<file path="src/rtl/mem_axi_arbiter_pkg.sv">
// Shared types for the fetch/mem AXI4-Lite bus back-end.
// Request bundle, arbiter state encoding and AXI response codes.
package mem_axi_arbiter_pkg;

    localparam logic MEMREQ_READ  = 1'b0;
    localparam logic MEMREQ_WRITE = 1'b1;

    localparam logic [1:0] AXI_RESP_OKAY = 2'b00;

    typedef enum logic [2:0] {
        ST_IDLE,
        ST_AR,
        ST_R,
        ST_AW_W,
        ST_B,
        ST_RESP
    } arb_state_e;

    typedef struct packed {
        logic        mode;
        logic [31:0] addr;
        logic [31:0] wdata;
        logic [3:0]  wstrb;
    } mem_req_t;

endpackage

</file>
<file path="src/rtl/mem_req_latch.sv">
// Per-client holding register: captures one request and keeps it
// pending until the arbiter pulses the response back to the client.
module mem_req_latch
    import mem_axi_arbiter_pkg::*;
(
    input  logic        clk,
    input  logic        rstn,
    input  logic        req_i,
    input  logic        mode_i,
    input  logic [31:0] addr_i,
    input  logic [31:0] wdata_i,
    input  logic [3:0]  wstrb_i,
    input  logic        clear_i,
    output logic        pend_o,
    output mem_req_t    req_o
);

    logic     pend_q, pend_d;
    mem_req_t req_q, req_d;
    logic     accept;

    // A strobe in the response cycle is taken as the next request.
    assign accept = req_i && (!pend_q || clear_i);

    always_comb begin
        pend_d = pend_q;
        req_d  = req_q;
        if (accept) begin
            pend_d      = 1'b1;
            req_d.mode  = mode_i;
            req_d.addr  = addr_i;
            req_d.wdata = wdata_i;
            req_d.wstrb = wstrb_i;
        end else if (clear_i) begin
            pend_d = 1'b0;
        end
    end

    always_ff @(posedge clk) begin
        if (!rstn) begin
            pend_q <= 1'b0;
            req_q  <= '0;
        end else begin
            pend_q <= pend_d;
            req_q  <= req_d;
        end
    end

    assign pend_o = pend_q;
    assign req_o  = req_q;

endmodule

</file>
<file path="src/rtl/mem_axi_arbiter.sv">
// Arbitrates fetch and mem requests (mem first) and runs each one
// as a single AXI4-Lite read or write transaction.
module mem_axi_arbiter
    import mem_axi_arbiter_pkg::*;
(
    input  logic        clk,
    input  logic        rstn,
    input  logic        f_request_enable,
    input  logic        m_request_enable,
    input  logic        f_mode,
    input  logic        m_mode,
    input  logic [31:0] f_addr,
    input  logic [31:0] m_addr,
    input  logic [31:0] f_wdata,
    input  logic [31:0] m_wdata,
    input  logic [3:0]  f_wstrb,
    input  logic [3:0]  m_wstrb,
    output logic        f_response_enable,
    output logic        m_response_enable,
    output logic [31:0] f_data,
    output logic [31:0] m_data,
    output logic        bus_error,
    output logic [31:0] axi_araddr,
    output logic        axi_arvalid,
    input  logic        axi_arready,
    output logic [2:0]  axi_arprot,
    input  logic [31:0] axi_rdata,
    input  logic [1:0]  axi_rresp,
    input  logic        axi_rvalid,
    output logic        axi_rready,
    output logic [31:0] axi_awaddr,
    output logic        axi_awvalid,
    input  logic        axi_awready,
    output logic [2:0]  axi_awprot,
    output logic [31:0] axi_wdata,
    output logic [3:0]  axi_wstrb,
    output logic        axi_wvalid,
    input  logic        axi_wready,
    input  logic [1:0]  axi_bresp,
    input  logic        axi_bvalid,
    output logic        axi_bready
);

    arb_state_e  state_q, state_d;
    logic        owner_q, owner_d;
    logic        aw_done_q, aw_done_d;
    logic        w_done_q, w_done_d;
    logic        err_q, err_d;
    logic [31:0] f_data_q, f_data_d;
    logic [31:0] m_data_q, m_data_d;

    logic        f_pend, m_pend;
    logic        f_clear, m_clear;
    mem_req_t    f_req, m_req, cur;

    assign f_clear = (state_q == ST_RESP) && !owner_q;
    assign m_clear = (state_q == ST_RESP) && owner_q;

    mem_req_latch u_f_latch (
        .clk     (clk),
        .rstn    (rstn),
        .req_i   (f_request_enable),
        .mode_i  (f_mode),
        .addr_i  (f_addr),
        .wdata_i (f_wdata),
        .wstrb_i (f_wstrb),
        .clear_i (f_clear),
        .pend_o  (f_pend),
        .req_o   (f_req)
    );

    mem_req_latch u_m_latch (
        .clk     (clk),
        .rstn    (rstn),
        .req_i   (m_request_enable),
        .mode_i  (m_mode),
        .addr_i  (m_addr),
        .wdata_i (m_wdata),
        .wstrb_i (m_wstrb),
        .clear_i (m_clear),
        .pend_o  (m_pend),
        .req_o   (m_req)
    );

    // owner_q: 1 = mem, 0 = fetch
    assign cur = owner_q ? m_req : f_req;

    always_comb begin
        state_d   = state_q;
        owner_d   = owner_q;
        aw_done_d = aw_done_q;
        w_done_d  = w_done_q;
        err_d     = err_q;
        f_data_d  = f_data_q;
        m_data_d  = m_data_q;
        unique case (state_q)
            ST_IDLE: begin
                aw_done_d = 1'b0;
                w_done_d  = 1'b0;
                if (m_pend) begin
                    owner_d = 1'b1;
                    state_d = (m_req.mode == MEMREQ_WRITE) ? ST_AW_W : ST_AR;
                end else if (f_pend) begin
                    owner_d = 1'b0;
                    state_d = (f_req.mode == MEMREQ_WRITE) ? ST_AW_W : ST_AR;
                end
            end
            ST_AR: begin
                if (axi_arready) state_d = ST_AR == ST_AR ? ST_R : ST_AR;
            end
            ST_R: begin
                if (axi_rvalid) begin
                    err_d = (axi_rresp != AXI_RESP_OKAY);
                    if (owner_q) m_data_d = axi_rdata;
                    else         f_data_d = axi_rdata;
                    state_d = ST_RESP;
                end
            end
            ST_AW_W: begin
                aw_done_d = aw_done_q | axi_awready;
                w_done_d  = w_done_q | axi_wready;
                if (aw_done_d && w_done_d) state_d = ST_B;
            end
            ST_B: begin
                if (axi_bvalid) begin
                    err_d = (axi_bresp != AXI_RESP_OKAY);
                    if (owner_q) m_data_d = 32'h0;
                    else         f_data_d = 32'h0;
                    state_d = ST_RESP;
                end
            end
            ST_RESP: state_d = ST_IDLE;
            default: state_d = ST_IDLE;
        endcase
    end

    always_ff @(posedge clk) begin
        if (!rstn) begin
            state_q   <= ST_IDLE;
            owner_q   <= 1'b0;
            aw_done_q <= 1'b0;
            w_done_q  <= 1'b0;
            err_q     <= 1'b0;
            f_data_q  <= 32'h0;
            m_data_q  <= 32'h0;
        end else begin
            state_q   <= state_d;
            owner_q   <= owner_d;
            aw_done_q <= aw_done_d;
            w_done_q  <= w_done_d;
            err_q     <= err_d;
            f_data_q  <= f_data_d;
            m_data_q  <= m_data_d;
        end
    end

    assign axi_arvalid = (state_q == ST_AR);
    assign axi_rready  = (state_q == ST_R);
    assign axi_awvalid = (state_q == ST_AW_W) && !aw_done_q;
    assign axi_wvalid  = (state_q == ST_AW_W) && !w_done_q;
    assign axi_bready  = (state_q == ST_B);

    assign axi_araddr = cur.addr;
    assign axi_awaddr = cur.addr;
    assign axi_wdata  = cur.wdata;
    assign axi_wstrb  = cur.wstrb;
    assign axi_arprot = 3'b000;
    assign axi_awprot = 3'b000;

    assign f_response_enable = f_clear;
    assign m_response_enable = m_clear;
    assign bus_error         = (state_q == ST_RESP) && err_q;
    assign f_data            = f_data_q;
    assign m_data            = m_data_q;

endmodule
</file>
<file path="config.mk">
export PLATFORM = sky130hd
export DESIGN_NAME = mem_axi_arbiter
export DESIGN_NICKNAME = d
export VERILOG_FILES = /design/src/rtl/mem_axi_arbiter_pkg.sv /design/src/rtl/mem_req_latch.sv /design/src/rtl/mem_axi_arbiter.sv
export SDC_FILE = /design/constraint.sdc
export NUM_CORES = 1
export LEC_CHECK = 0
export BUFFER_PORTS_ARGS = -buffer_cell sky130_fd_sc_hd__buf_2
export CELL_PAD_IN_SITES_DETAIL_PLACEMENT = 1
export CELL_PAD_IN_SITES_GLOBAL_PLACEMENT = 2
export CORE_ASPECT_RATIO = 0.8
export CORE_UTILIZATION = 24
export CTS_CLUSTER_DIAMETER = 30
export DETAILED_ROUTE_END_ITERATION = 16
export GPL_ROUTABILITY_DRIVEN = 0
export HOLD_SLACK_MARGIN = 0.05
export PLACE_DENSITY = 0.78
export SLEW_MARGIN = 25
export SYNTH_ARGS = -nofsm -noshare
export SYNTH_HDL_FRONTEND = slang
export SYNTH_SLANG_ARGS = --single-unit
</file>
<file path="constraint.sdc">
create_clock -name clk -period 1.6 [get_ports clk]
set_clock_uncertainty 0.2 [all_clocks]
set_input_delay 0.08 -clock clk [delete_from_list [all_inputs] [get_ports clk]]
set_output_delay 0.08 -clock clk [all_outputs]
set_load 0.05 [all_outputs]
</file>
==> results.tsv, run 1 <==
stage	metric	value	unit
status	status	complete, but fails checks	
status	failed_checks	negative setup slack	
global_route	grt_overflow	0	
detailed_routing	drtPass1Iterations	5	
global_route	grt_pass1_wl	70.69	mm
power	leakage	8.192	nW
timing	grt_setup_unrepaired	yes	
detailed_routing	initialDrtViolationCount	556	
final_layout	final_util	53.69	%
cts	numCtsBuffers	55	
timing	min_period	2.163	ns
logic_synthesis	synth_seq_cells	211	
die	dieArea	37710	sq um
logic_synthesis	synth_ff_type	dfxtp_1	
timing	hold_viol_final	0	
worst_setup_path	critPathMaxFanout	6	
worst_setup_path	crit_required	1.87	ns
cts	root_buffer	clkbuf_16	
final_layout	final_nets	1872	
placed_design	dp_hpwl	22.36	mm
timing	fmax	462.3	MHz
global_route	antenna_found_initial	5	
worst_setup_path	worst-setup-path-type	register to register	
placed_design	place_inst	1811	
die	die_w	216.9	um
die	start_util	24.52	%
worst_setup_path	worst_setup_path_end_kind	register	
detailed_routing	wl_per_cell	24.61	um
detailed_routing	avgViaCountPerCell	5.021	
logic_synthesis	synth_cells	1058	
global_route	grt_max_degree	87	
die	core	36150	sq um
cts	clk_transition_reported_paths	0.05	ns
logic_synthesis	yosys_warnings	0	
logic_synthesis	synth_edf_count	0	
logic_synthesis	ys_seq_area_share	47.65	%
global_route	grt_usage	24.33	%
timing	drv_slew	0	
detailed_routing	ant_nets	0	
placed_design	portBuffers	354	
global_route	grt_pass1_vias	11860	
detailed_routing	wirelength	54.61	mm
logic_synthesis	synth_cell_types	41	
cts	clk_latency	0.55	ns
logic_synthesis	ys_async_sr_fraction	0	%
power	p_per_area	1336	nW/um^2
logic_synthesis	synth.avg_cell_area	8.379	sq um
final_layout	area_delta_synth_final	118.9	%
cts	cts_max_path_buffers	3	
final_layout	instances_no_fill	2219	
cts	cts_sinks	211	
die	rows	62	
final_layout	fillers	3876	
die	ios	361	
logic_synthesis	synth.cell_area	8865	sq um
die	die_h	173.9	um
timing	fin_crit_sh	135.2	%
worst_hold_path	hold_class	input pin to register	
cts	cts-htree-levels	2	
final_layout	drive_above_1_share	53.11	%
detailed_routing	drc_errors	0	
power	peakVddDrop	0.0007649	V
detailed_routing	num_vias	11140	
cts	cts_tree	yes	
placed_design	post-place-ws	-0.1723	ns
timing	setup_viol	316	
timing	fin_ws	-0.5632	ns
job	drv_cap	0	
worst_setup_path	cp-start-kind	register	
worst_setup_path	cp_data_arrival_time	2.43	ns
-- cell type report --
class                           count  area [sq um]  share of cell area [%]
Multi-Input combinational cell    709          5351                   27.57
Timing Repair Buffer              708          7188                   37.04
Clock buffer                       67          1523                   7.846
Tap cell                          480         600.6                   3.094
Sequential cell                   211          4239                   21.84
Antenna cell                        3         7.507                 0.03868
Inverter                            4         20.02                  0.1031
Clock inverter                     37         479.2                   2.469
-- report_power, final --
group	switching, W	leakage, nW	total (W)	internal [W]
clock	0.00377	0.952	0.0120	0.00822
combinational	0.00440	5.51	0.00796	0.00357
sequential	0.000297	1.73	0.00597	0.00567
total	0.00847	8.19	0.0259	0.0175
-- sequential cells by signal (all words and copies together) (netlist names) --
register	cells
aw_done_q	1
err_q	1
f_data	32
m_data	32
owner_q	1
state_q	3
u_f_latch.pend_o	1
u_f_latch.req_o	69
u_m_latch.pend_o	1
u_m_latch.req_o	69
w_done_q	1
-- path summary, 6_finish.rpt --
check,startpoint,to,slack (ns),depth (start not counted)
setup / recovery,owner_q,u_m_latch.req_o[22],-0.56,10
hold / removal,m_wdata[11],u_m_latch.req_o[15],0.10,4
setup reg to reg,owner_q,u_m_latch.req_o[22],-0.56,10
hold reg to reg,u_m_latch.req_o[68],u_m_latch.req_o[68],0.25,2
-- critical path, stage by stage, from the launching register on --
cell and delay [ns]:
dfxtp_4 0.38, buf_12 0.15, buf_6 0.11, nand4b_1 0.16, buf_4 0.20, a21boi_4 0.18, buf_6 0.16, buf_12 0.16
buf_12 0.14, nand3_2 0.10, o21ai_1 0.13
-- metrics by stage --
stage / hold WS, ns / power (W) / cell area (sq um) / TNS, ns
final: 0.1005 / 0.02592 / 19410 / -114.39
after detailed placement: 0.1063 / 0.01048 / 11230 / -15.81
after floorplan: 0.003806 / 0.009223 / 8975 / -15.01
after CTS: 0.05476 / 0.02458 / 17410 / -110.12
after global placement: 0.09609 / 0.01043 / 11230 / -9.229
after global routing: 0.1014 / 0.02663 / 19410 / -133.17
-- what timing repair did --
item | 4_1_cts | 5_1_grt
hold endpoints to repair | 211 | 0
cloned | 39 | 17
resized for setup | 352 | 438
buffers inserted | 33 | 42
pin swaps | 7 | 109
setup endpoints to repair | 308 | 316
hold buffers | 184 | 0
-- routing by layer --
layer | track usage [%] | up-vias | wire length [um]
li1 | - | 4954 | -
met1 | 26.20 | 5469 | 19590
met2 | 44.16 | 517 | 28610
met3 | 6.859 | 197 | 3374
met4 | 10.56 | 4 | 3012
met5 | 0 | - | 18
-- synth_stat cells (all sizes together), types with 3 or more instances --
cell type  number  area, sq um
nand3         234         1171
o21ai         210         1059
nor2b           4        25.02
mux2           69        777.0
dfxtp         211         4224
buf            70        498.0
clkbuf         69        262.8
nor2            9        33.78
inv             4        15.01
and2            3        18.77
nand2         142        533.0
a21boi          4        30.02
-- cell families (layout without fill, tap and decap cells) --
group                  after synthesis  count (layout)  synth area share, %
flip-flops                         211             211                47.65
AND/OR/NAND/NOR                    405             405                21.23
buffers and inverters              143             816                8.751
multiplexers                        69              69                8.765
other                                1               9              0.04230
AO/OA/AOI/OAI                      229             229                13.56
-- cell usage in the layout (no fill, tap or decap), types with 11 or more instances in the layout --
master | synthesis | layout
buf_12 | 0 | 32
buf_16 | 0 | 30
buf_2 | 20 | 246
buf_4 | 42 | 43
buf_6 | 7 | 115
buf_8 | 0 | 42
clkbuf_16 | 0 | 72
clkinvlp_4 | 0 | 11
dfxtp_1 | 211 | 207
dlygate4sd3_1 | 0 | 184
mux2_4 | 0 | 61
nand2_1 | 142 | 141
nand3_1 | 234 | 114
nand3_2 | 0 | 94
nand3_4 | 0 | 26
o21ai_0 | 151 | 25
o21ai_1 | 57 | 100
o21ai_2 | 2 | 81
No activity file was read; power rests on OpenSTA's default activity.
==> run 2: changes to the inputs <==
- CELL_PAD_IN_SITES_DETAIL_PLACEMENT: 1 -> 0
- CELL_PAD_IN_SITES_GLOBAL_PLACEMENT: 2 -> 1
- CORE_UTILIZATION: 24 -> 31
==> results.tsv, run 2 (same netlist as run 1, synthesis figures left out) <==
stage	metric	value	unit
timing	grt_setup_unrepaired	yes	
worst_setup_path	cp_data_arrival_time	1.75	ns
final_layout	area_delta_synth_final	95.65	%
die	rows	54	
global_route	grt_pass1_vias	9691	
final_layout	fin_area	17340	sq um
detailed_routing	num_vias	10370	
cts	clk_latency	0.53	ns
detailed_routing	avgViaCountPerCell	5.076	
timing	fin_tns_setup	-92.21	ns
timing	fmax	491.4	MHz
power	p_per_area	1300	nW/um^2
timing	fin_ws	-0.4348	ns
worst_setup_path	cp-start-kind	register	
placed_design	placed_cell_area	11020	sq um
final_layout	instances_no_fill	2043	
power	leakage	7.465	nW
cts	cts_sinks	211	
placed_design	portBuffers	354	
worst_setup_path	worst_setup_path_end_kind	output pin	
detailed_routing	drtPass1Iterations	5	
detailed_routing	wirelength	38.90	mm
die	die_h	153.3	um
cts	cts_max_path_buffers	3	
timing	hold_ws	0.1052	ns
worst_setup_path	worst-setup-path-type	register to output pin	
die	die_w	191.1	um
worst_setup_path	r2r_setup_slack	-0.38	ns
cts	numCtsBuffers	45	
power	peakVddDrop	0.001173	V
die	start_util	32.00	%
final_layout	drive_above_1_share	43.62	%
cts	cts-htree-levels	2	
worst_setup_path	critPathMaxFanout	7	
timing	setup_viol	314	
global_route	antenna_found_initial	1	
worst_hold_path	hold_class	input pin to register	
job	drv_cap	0	
timing	min_period	2.035	ns
cts	cts_tree	yes	
detailed_routing	drc_errors	0	
worst_setup_path	worstRegToRegCells	8	
worst_setup_path	crit_required	1.32	ns
status	failed_checks	negative setup slack	
worst_hold_path	hold_depth	4	
detailed_routing	initialDrtViolationCount	565	
global_route	grt_pass1_wl	52.47	mm
global_route	grt_usage	22.65	%
placed_design	post-place-ws	-0.1325	ns
detailed_routing	ant_nets	0	
die	ios	361	
timing	hold_viol_final	0	
cts	root_buffer	clkbuf_16	
final_layout	final_nets	1826	
status	status	complete, but fails checks	
die	core	27700	sq um
global_route	grt_overflow	0	
global_route	grt_max_degree	80	
placed_design	place_inst	1690	
timing	drv_slew	0	
cts	clk_transition_reported_paths	0.05	ns
detailed_routing	wl_per_cell	19.04	um
placed_design	dp_hpwl	18.89	mm
die	dieArea	29280	sq um
final_layout	mostFrequentLayoutCells	buf_2 (245), dfxtp_1 (207), dlygate4sd3_1 (182), nand3_1 (178), nand2_1 (141)	
timing	fin_crit_sh	127.2	%
final_layout	final_common_cell	buf_2	
## run 2: cell types whose count changed in the layout (fill, tap and decap cells not counted), sizes merged, moves of 3 or more
| cell | delta |
|---|---|
| bufinv | -4 |
| buf | -38 |
| inv | +3 |
| clkinv | -4 |
| clkinvlp | -7 |
| clkbuf | -7 |
## run 2: path summary, 6_finish.rpt
path	from	to
min reg2reg	u_f_latch.req_o[3]	u_f_latch.req_o[3]
max reg2reg	owner_q	u_m_latch.req_o[26]
max	owner_q	axi_awaddr[19]
min	f_addr[16]	u_f_latch.req_o[52]
## run 2: power breakdown
part           total [W]  leakage [nW]  internal [W]  switching [W]
Combinational    0.00724          4.99       0.00333        0.00391
Clock            0.00935         0.746       0.00627        0.00308
Sequential       0.00595          1.73       0.00567       0.000283
Total             0.0225          7.47        0.0153        0.00728
## run 2: cell type report
cell class	count	area (sq um)
antenna	1	2.502
clock buffer	57	1232
clock inverter	25	297.8
fill	2107	10360
inverter	4	17.52
multi-input combinational	709	4577
sequential	211	4239
tap	364	455.4
timing repair buffer	672	6523
## run 2: per-layer routing
layer	vias to the layer above	wire [um]	track usage (%)
li1	4841	-	-
met1	4955	15660	27.10
met2	480	19060	38.37
met3	95	3032	6.292
met4	0	1142	8.390
met5	-	0	0
## run 2: critical path: stages (launching register included)
cell and delay, ns:
dfxtp_4 0.41, buf_12 0.16, clkbuf_16 0.16, mux2_4 0.33
buf_6 0.16
## run 2: repair_timing
| item | 4_1_cts | 5_1_grt |
|---|---|---|
| setup buffers | 27 | 27 |
| cloned | 18 | 24 |
| resized for setup | 302 | 213 |
| endpoints found under the setup margin | 309 | 314 |
| hold endpoints to repair | 211 | 0 |
| pin swaps | 16 | 49 |
| hold buffers | 182 | 0 |
## run 2: through the flow
step                      total power (W)  util, %
after detailed placement          0.01034    39.80
after floorplan                  0.009223        -
after CTS                         0.02172    58.00
after global placement            0.01031    39.80
after global routing              0.02328    62.61
final                             0.02255    62.61
==> run 3: changes to the inputs <==
- SKIP_LAST_GASP: default -> 1
==> results.tsv, run 3 (same netlist as run 1, synthesis figures left out) <==
stage	metric	value	unit
worst_setup_path	worst_setup_path_end_kind	output pin	
timing	fmax	488.1	MHz
power	switching_share	32.16	%
power	seq_power_share	26.6	%
cts	clk_transition_reported_paths	0.05	ns
cts	cts_tree	yes	
final_layout	area_delta_synth_final	92.91	%
power	power.switching	0.007193	W
status	failed_checks	negative setup slack	
final_layout	instances_no_fill	2036	
timing	setup_viol	314	
final_layout	fillers	2148	
cts	cts_max_path_buffers	3	
placed_design	post-place-ws	-0.1325	ns
global_route	antenna_found_initial	2	
timing	grt_setup_unrepaired	yes	
worst_setup_path	worst-setup-path-type	register to output pin	
timing	worst_slew_pin_slew	0.5575	ns
detailed_routing	num_vias	10350	
die	dieArea	29280	sq um
job	drv_cap	0	
final_layout	mostFrequentLayoutCells	buf_2 (245), dfxtp_1 (207), nand3_1 (195), dlygate4sd3_1 (182), nand2_1 (141)	
placed_design	dp_hpwl	18.89	mm
detailed_routing	initialDrtViolationCount	573	
placed_design	place_inst	1690	
detailed_routing	wirelength	38.64	mm
global_route	busiest_layer	met2	
die	ios	361	
timing	drv_slew	0	
worst_hold_path	hold_class	input pin to register	
final_layout	final_nets	1818	
global_route	grt_pass1_wl	52.32	mm
final_layout	final_util	61.73	%
global_route	grtUsageMet3	6.452	%
timing	fin_crit_sh	128.0	%
detailed_routing	wl_per_cell	18.98	um
cts	cts-htree-levels	2	
final_layout	final_common_cell	buf_2	
global_route	grt_pass1_vias	9709	
global_route	grt_max_degree	80	
global_route	grt_use_met1	26.71	%
timing	min_period	2.049	ns
worst_setup_path	crit_required	1.32	ns
cts	numCtsBuffers	45	
worst_setup_path	cp_data_arrival_time	1.77	ns
power	peakVddDrop	0.001311	V
detailed_routing	ant_nets	0	
detailed_routing	drc_errors	0	
global_route	grt_overflow	0	
die	die_h	153.3	um
power	power_frac_comb	31.7	%
timing	relSlewSlack	62.35	%
worst_setup_path	cp-start-kind	register	
global_route	grt_use_met2	38.61	%
power	clkPwrFrac	41.7	%
power	p_per_area	1308	nW/um^2
die	core	27700	sq um
timing	fin_ws	-0.4486	ns
cts	root_buffer	clkbuf_16	
placed_design	portBuffers	354	
power	leakage	7.381	nW
power	power	0.02237	W
die	start_util	32.00	%
power	p_int	0.01518	W
final_layout	drive_above_1_share	42.22	%
timing	hold_viol_final	0	
global_route	grt_usage	22.64	%
detailed_routing	avgViaCountPerCell	5.081	
cts	clk_latency	0.53	ns
detailed_routing	drtPass1Iterations	5	
die	rows	54	
worst_setup_path	critPathMaxFanout	7	
status	status	complete, but fails checks	
cts	cts_sinks	211	
die	die_w	191.1	um
[run 3: worst paths after layout]
| path | end | startpoint | slack, ns | depth (start not counted) |
|---|---|---|---|---|
| hold reg to reg | u_f_latch.req_o[3] | u_f_latch.req_o[3] | 0.24 | 2 |
| hold / removal | u_m_latch.req_o[58] | m_addr[22] | 0.11 | 4 |
| setup reg to reg | u_m_latch.req_o[26] | owner_q | -0.39 | 8 |
| setup / recovery | axi_awaddr[5] | owner_q | -0.45 | 4 |
[run 3: layout make-up]
type / instances / area (sq um) / share of cell area, %
timing repair buffer: 664 / 6394 / 37.39
antenna: 2 / 5.005 / 0.02927
tap: 364 / 455.4 / 2.663
sequential: 211 / 4239 / 24.79
clock inverter: 25 / 297.8 / 1.741
clock buffer: 57 / 1232 / 7.207
inverter: 4 / 17.52 / 0.1024
multi-input combinational: 709 / 4461 / 26.08
[run 3: routing by layer]
| layer | part of all wire [%] | up-vias |
|---|---|---|
| li1 | - | 4825 |
| met2 | 50 | 482 |
| met5 | 0 | - |
| met1 | 39 | 4941 |
| met3 | 7.8 | 97 |
| met4 | 3.3 | 0 |
[run 3: timing repair]
item                                   CTS  global route
setup buffers                           27            25
cloned                                  18            17
gates resized for setup                256           222
pin swaps                               15            28
hold buffers                           182             0
endpoints found under the hold margin  211             0
setup endpoints to repair              309           315
[run 3: power groups by stage]
stage | sequential [W] | combinational (W) | clock [W]
after floorplan | 0.00632 | 0.00291 | 0
after global placement | 0.00598 | 0.00433 | 0
after detailed placement | 0.00599 | 0.00434 | 0
after CTS | 0.00592 | 0.00627 | 0.00943
after global routing | 0.00598 | 0.00737 | 0.00976
final | 0.00595 | 0.00709 | 0.00932
[run 3: worst max-delay path: stages (launching register included)]
cell	delay, ns
dfxtp_4	0.43
buf_12	0.16
clkbuf_16	0.16
mux2_4	0.33
buf_6	0.16
[run 3: stage by stage]
stage / hold WS, ns / instance area, sq um / TNS, ns
2_1_floorplan: 0.003806 / 8975 / -15.01
4_1_cts: 0.06482 / 15920 / -89.06
6_report: 0.1137 / 17100 / -93.70
5_1_grt: 0.1080 / 17100 / -111.77
3_3_place_gp: 0.09438 / 11020 / -3.902
3_5_place_dp: 0.09976 / 11020 / -10.52
